[config.mk]
export PLATFORM = sky130hd
export DESIGN_NAME = serial_link_port
export DESIGN_NICKNAME = d
export VERILOG_FILES = /design/src/rtl/serial_link_port.sv
export SDC_FILE = /design/constraint.sdc
export NUM_CORES = 1
export LEC_CHECK = 0
export BUFFER_PORTS_ARGS = -buffer_cell sky130_fd_sc_hd__clkbuf_2
export CAP_MARGIN = 25
export CORE_ASPECT_RATIO = 0.9
export CORE_MARGIN = 5
export CORE_UTILIZATION = 35
export CTS_BUF_LIST = sky130_fd_sc_hd__clkbuf_8
export DETAILED_ROUTE_END_ITERATION = 6
export HOLD_SLACK_MARGIN = 0.1
export SLEW_MARGIN = 20
export SYNTH_ARGS = -nofsm -noshare
export SYNTH_HDL_FRONTEND = slang
export SYNTH_SLANG_ARGS = --single-unit
[constraint.sdc]
create_clock -name clk -period 1.5 [get_ports clk]
set_input_delay 0.225 -clock clk [delete_from_list [all_inputs] [get_ports clk]]
set_output_delay 0.225 -clock clk [all_outputs]
set_load 0.05 [all_outputs]
[src/rtl/serial_link_port.sv]
// Game Boy serial link port: SB/SC registers, 8-bit MSB-first shifter with
// internal divided serial clock or synchronized external clock, one-cycle irq.
//
// state | meaning
// IDLE  | no transfer; serial edges ignored, divider held at 0
// XFER  | shifting; falling serial edge drives sout, rising edge samples sin
module serial_link_port #(
  parameter int HALF_PERIOD = 256
) (
  input  logic       clk,
  input  logic       reset,
  input  logic       wr_sb,
  input  logic       wr_sc,
  input  logic [7:0] din,
  output logic [7:0] sb_out,
  output logic [7:0] sc_out,
  input  logic       sin,
  output logic       sout,
  input  logic       sck_in,
  output logic       sck_out,
  output logic       sck_oe,
  output logic       irq
);

  localparam int DW = $clog2(HALF_PERIOD);
  localparam logic [DW-1:0] DIV_TC = DW'(HALF_PERIOD - 1);

  typedef enum logic {IDLE = 1'b0, XFER = 1'b1} state_t;

  state_t      state, state_nx;
  logic [7:0]  sb, sb_nx;
  logic        start, start_nx;
  logic        clk_sel, clk_sel_nx;
  logic [2:0]  bit_cnt, bit_cnt_nx;
  logic [DW-1:0] div, div_nx;
  logic        sck, sck_nx;
  logic        sout_r, sout_nx;
  logic        irq_r, irq_nx;
  logic        sync1, sync2, sync3;
  logic        ext_rise, ext_fall;
  logic        ser_rise, ser_fall;
  logic        div_tc;

  always_ff @(posedge clk) begin
    if (reset) begin
      state   <= IDLE;
      sb      <= 8'h00;
      start   <= 1'b0;
      clk_sel <= 1'b0;
      bit_cnt <= 3'd0;
      div     <= '0;
      sck     <= 1'b1;
      sout_r  <= 1'b1;
      irq_r   <= 1'b0;
      sync1   <= 1'b1;
      sync2   <= 1'b1;
      sync3   <= 1'b1;
    end else begin
      state   <= state_nx;
      sb      <= sb_nx;
      start   <= start_nx;
      clk_sel <= clk_sel_nx;
      bit_cnt <= bit_cnt_nx;
      div     <= div_nx;
      sck     <= sck_nx;
      sout_r  <= sout_nx;
      irq_r   <= irq_nx;
      sync1   <= sck_in;
      sync2   <= sync1;
      sync3   <= sync2;
    end
  end

  // sync3 only exists to edge-detect sync2, giving the 3-clock action latency
  assign ext_rise = sync2 & ~sync3;
  assign ext_fall = ~sync2 & sync3;
  assign div_tc   = (div == DIV_TC);

  always_comb begin
    state_nx   = state;
    sb_nx      = sb;
    start_nx   = start;
    clk_sel_nx = clk_sel;
    bit_cnt_nx = bit_cnt;
    div_nx     = div;
    sck_nx     = sck;
    sout_nx    = sout_r;
    irq_nx     = 1'b0;
    ser_rise   = 1'b0;
    ser_fall   = 1'b0;

    if (state == XFER) begin
      if (clk_sel) begin
        ser_fall = div_tc & sck;
        ser_rise = div_tc & ~sck;
      end else begin
        ser_fall = ext_fall;
        ser_rise = ext_rise;
      end
    end

    if (wr_sc) begin
      // start, abort and restart all re-arm the counters and park sck high
      start_nx   = din[7];
      clk_sel_nx = din[0];
      bit_cnt_nx = 3'd0;
      div_nx     = '0;
      sck_nx     = 1'b1;
      state_nx   = din[7] ? XFER : IDLE;
    end else if (state == XFER) begin
      if (clk_sel) begin
        div_nx = div_tc ? '0 : div + DW'(1);
        if (div_tc) sck_nx = ~sck;
      end
      if (ser_fall) sout_nx = sb[7];
      if (ser_rise) begin
        sb_nx      = {sb[6:0], sin};
        bit_cnt_nx = bit_cnt + 3'd1;
        if (bit_cnt == 3'd7) begin
          state_nx = IDLE;
          start_nx = 1'b0;
          irq_nx   = 1'b1;
          div_nx   = '0;
        end
      end
    end

    if (wr_sb) sb_nx = din;
  end

  assign sb_out  = sb;
  assign sc_out  = {start, 6'b111111, clk_sel};
  assign sout    = sout_r;
  assign sck_out = sck;
  assign sck_oe  = clk_sel;
  assign irq     = irq_r;

endmodule

* Yosys cells after proc, flatten, opt, wreduce, memory -nomap -nowiden
Cells that the tools add are included.
** Word-level totals
- Word-level logic and storage cells :: 61
- Memories :: 0
- Register bits after elaboration :: 28
- Latch bits :: 0
- Memory bits (read-only) :: 0
- Bits in writable memories :: 0
- Output and inout bits :: 20
** Cells by class
- $mul :: 0
- $lt $le $gt $ge :: 0
- Equality and inequality tests :: 3
- Bitwise gates (word level) :: 10
- Muxes and demuxes :: 22
- Shift-type cells :: 0
- Reductions and logical operators :: 12
- Div/mod/pow operators :: 0
- Add/sub/neg operators :: 2
** Operators by type and width (count)
- $mux 8 :: 8
- $mux 1 :: 14
- $reduce_and 3->1 :: 4
- $reduce_bool 2->1 :: 5
- $add 8x1->8 const B :: 1
- $eq 8x8->1 const B :: 1
- $not 1->1 :: 6
- $and 1x1->1 :: 4
- $reduce_or 4->1 :: 1
- $add 3x1->3 const B :: 1
- $eq 3x3->1 const B :: 1
- $ne 2x2->1 const B :: 1
- $reduce_and 2->1 :: 1
- $reduce_or 2->1 :: 1

* Logic depth before layout (Yosys ltp)
- Depth in word-level cells :: 8
- Mapped depth :: 6
- Depth with buffers taken out :: 6

* Worst setup path after synthesis
No wires, ideal clock.
- Path type :: register to register
- Start point :: reg clk_sel (netlist: sck_oe)
- End point :: reg sb[7] (netlist: sb_out[7])
- Cell stages (with the launch flop) :: 6
- Setup slack :: -0.469 ns
- Path buffers :: 1
- Clock period less this slack :: 1.969 ns
- Arrival time :: 1.866 ns
- Library setup time :: 0.103 ns
- Required time :: 1.397 ns
- Path through :: dfxtp_1 -> buf_2 -> nand4_4 -> o31ai_4 -> a211oi_1 -> a2111oi_2
** On the way
- Word-level cells in the longest chain between the ends :: 4
** RTL lines
- start: declaration :: line 33 : logic clk_sel, clk_sel_nx;
- start signal: assignment :: line 62 : clk_sel <= clk_sel_nx;
- $mux 1 :: line 93 : if (clk_sel) begin
- $mux 1 :: line 92 : if (state == XFER) begin
- $reduce_bool 2->1 (no line)
- $reduce_and 3->1 (no line)
- end signal: assignment :: line 60 : sb <= sb_nx;
- end: declaration :: line 31 : logic [7:0] sb, sb_nx;
Every way passes these cells.
A chain may end at the register's enable or synchronous reset.

* Worst setup path after layout
- Start point :: reg div[0]
- End point :: reg div[5]
** On the way
- Word-level cells in the longest chain between the ends :: 5
** RTL lines
- start: declaration :: line 35 : logic [DW-1:0] div, div_nx;
- start signal: assignment :: line 64 : div <= div_nx;
- $add 8x1->8 or $eq 8x8->1 (tied branches) :: line 112, 77
- $mux 8 or $and 1x1->1 (tied branches) :: line 112, 95
- $mux 8 or $mux 1 (tied branches) :: line 111, 93
- $mux 8 or $mux 1 (tied branches) :: line 119, 92
- $mux 8 (*) :: line 116 : if (ser_rise) begin
Every way passes the cells marked *; elsewhere a longest branch is shown, timed or not.

==> metrics <==
Syn. warnings 0; Global Route Usage Sum 0.141; filler cell count around 380; Detailed Place HPWL between 2000 and 3000 um; P_int roughly 0.0011 W; RSZ-0062 raised after global routing true; Worst-path clk slew around 0.09 ns; Routability Congestion 0.773; area of the multi-input gates about 960 um^2; critical path class register to register; via-per-instance ratio 5.38; average size of a mapped cell 9.21 um^2; area share of the largest cell type after synthesis 0.378; Yosys top cell by area dfxtp_1; Sequential Power Share 0.507; clock buffer depth 2; DRC Markers 0; Synth async-reset ratio 0; vias in the first global route ~1,400; Most used DFF post-synth dfxtp_1; combinational power share 0.183; Core Region roughly 4100 um^2; Nets 230; CTS sink count 28; first-pass GRT wire length 6430 um; Synth area leaders dfxtp_1, a2111oi_2, buf_4; register bit total from synthesis 28; Post-Route WL between 3000 and 4000 um; Pwr Density roughly 750 nW/um^2; maxcap violations 0; worst skew pair latency ~0.28 ns; max-slew violations 0; gr busiest metal met2; Critical Path Fanout Max 4; Tightest Hold Check Type input port to register; Post-synth EDFFs 0; GR Util met2 0.236; critical path's slowest cell or4b_4; NetSw 0.000456 W; post-synthesis sequential area ratio 0.378; Post-DRT Antenna Nets 0; status finished with violations; initial antenna violation count 0; # IOs 34; Final Cycle Share 1.01; CTS root buf clkbuf_8; Critical Path Max Stage Delay between 0.5 and 0.6 ns; TritonCTS clock tree done; Rows 22; worst clock skew 0.00489 ns; grt ovf 0; I/O Buffers 27; drt wl/cell between 10 and 15 um; Synth Cell Area 1480 um^2; chip width between 70 and 80 um; fmax between 600 and 700 MHz; endpoints failing hold 0; full die area 5640 um^2; worst path buffer plus inverter count 1; diodes inserted 0; Yosys cell types 44; cell count after synthesis ~160; grt met3 use 0.0327; H-Tree Depth 1; DP Worst Slack -0.0555 ns; drt pass-1 iters 4; final setup fails 2; crit path time final 1.51 ns; failing checks negative setup slack; flop2flop setup slack -0.01 ns; register area 574 um^2; VDD IR max around 0.46 mV; Num CTS Buffers 3; GR met1 Demand/Resource 0.185; CP endpoint kind register; share of cells above drive strength 1 0.519; critical path startpoint category register; initial DRC count 100; Vias roughly 1,400; switching part of the total 0.296; Starting Density 0.362; WP data arrival 1.73 ns; Layout area overhead 38.0%; Clock power frac 0.310; Leak Pwr 0.828 nW; CP required about 1.7 ns; crit-path leading delay family simple AND/OR/NAND/NOR gates; final setup margin -0.0143 ns; largest net degree at the start of global routing 18; total design power roughly 0.0015 W; Die H about 72 um; crit-path cells buf_4, and4_4, nand3_1, or4b_4, o21ai_2
## registers in the layout, indices dropped and copies added (netlist names)
| signal | count |
|---|---|
| start | 1 |
| irq | 1 |
| sout | 1 |
| div | 8 |
| sync3 | 1 |
| sync1 | 1 |
| state | 1 |
| sb_out | 8 |
| sck_out | 1 |
| sck_oe | 1 |
| sync2 | 1 |
| bit_cnt | 3 |
## cells in the final DEF (no fill, tap or decap), types with 2 or more instances in the layout
master and n:
nor2b_1 9, nor3_1 3, buf_6 2, ha_2 2
dfxtp_2 8, a211oi_2 2, o21ai_1 2, or2_2 4
nand2_1 7, buf_4 28, dfxtp_1 19, conb_1 6
a21oi_1 6, xor2_1 2, or3b_4 2, a21boi_1 6
a2111oi_2 7, inv_1 2, clkbuf_8 4, nand3_1 6
or3_1 3, and4_4 2, clkbuf_2 27, nand4_1 3
o21ai_2 4, a31oi_2 2, a211oi_1 2, nor2_1 14
mux2i_1 2
## metal layers
layer / routed length [um] / vias up / part of all wire
li1: - / 685 / -
met1: 1750 / 661 / 0.45
met2: 1840 / 45 / 0.48
met3: 208 / 7 / 0.054
met4: 55 / 0 / 0.014
met5: 0 / - / 0
## worst register-to-register path: stages (launching register included)
cell and delay, ns:
dfxtp_2 0.37, buf_4 0.15, and4_4 0.24, nand3_1 0.13, or4b_4 0.51, o21ai_2 0.07
## power by group through the flow
stage	Sequential (W)	Combinational, W	Clock (W)
final	0.000782	0.000281	0.000478
after global routing	0.000786	0.000300	0.000520
after CTS	0.000782	0.000275	0.000491
after detailed placement	0.000799	0.000270	0
after global placement	0.000798	0.000270	0
after floorplan	0.000854	0.000162	0
## cell families after synthesis
logic type      Yosys count  share of synthesized area
fa+ha+maj                 3                     0.0253
buf+inv                  18                     0.0683
xor+xnor                  3                     0.0177
simple gates             65                      0.257
compound gates           41                      0.238
mux                       2                     0.0135
flops                    28                      0.378
other cells               1                    0.00253
## Yosys cell counts, drive strengths merged (3+ instances only)
| library cell | n |
|---|---|
| nand3 | 6 |
| nor2b | 9 |
| o21ai | 7 |
| clkbuf | 6 |
| or3 | 3 |
| dfxtp | 28 |
| a2111oi | 8 |
| nor3 | 5 |
| a211oi | 4 |
| and4 | 3 |
| nand4 | 4 |
| a21oi | 6 |
| buf | 10 |
| a21boi | 6 |
| ha | 3 |
| or2 | 5 |
| a31oi | 4 |
| nand2 | 8 |
| nor2 | 15 |
## worst paths after layout
check | start | end | cells past startpoint
worst min-delay path | sck_in | sync1$_SDFF_PP1_ | 2
worst min register to register | sync1$_SDFF_PP1_ | sync2$_SDFF_PP1_ | 1
worst max register to register | div[0]$_SDFFE_PP0P_ | div[5]$_SDFFE_PP0P_ | 5
worst max-delay path | div[0]$_SDFFE_PP0P_ | div[5]$_SDFFE_PP0P_ | 5
## layout make-up
cell class	count	share of cell area
tap	48	0.0294
timing repair buffer	58	0.190
sequential	28	0.281
clock buffer	4	0.0269
multi-input combinational	120	0.470
inverter	2	0.00367
## timing repair
action,in CTS,in global routing
resized for setup,15,22
setup buffers,8,2
pin swaps,5,7
hold buffers,0,0
endpoints found under the setup margin,13,24
## through the flow
| stage | setup TNS, ns | hold slack (ns) | cells | area, um^2 | utilization |
|---|---|---|---|---|---|
| 3_5_place_dp | -0.534 | 0.397 | 246 | 1780 | 0.434 |
| 2_1_floorplan | -0.395 | 0.329 | 166 | 1530 | - |
| 5_1_grt | -0.718 | 0.123 | 260 | 2050 | 0.499 |
| 4_1_cts | -0.0845 | 0.116 | 258 | 1950 | 0.475 |
| 6_report | -0.0265 | 0.119 | 260 | 2050 | 0.499 |
| 3_3_place_gp | -0.277 | 0.393 | 246 | 1780 | 0.434 |
Note: power is estimated with default switching activity, not from simulation.
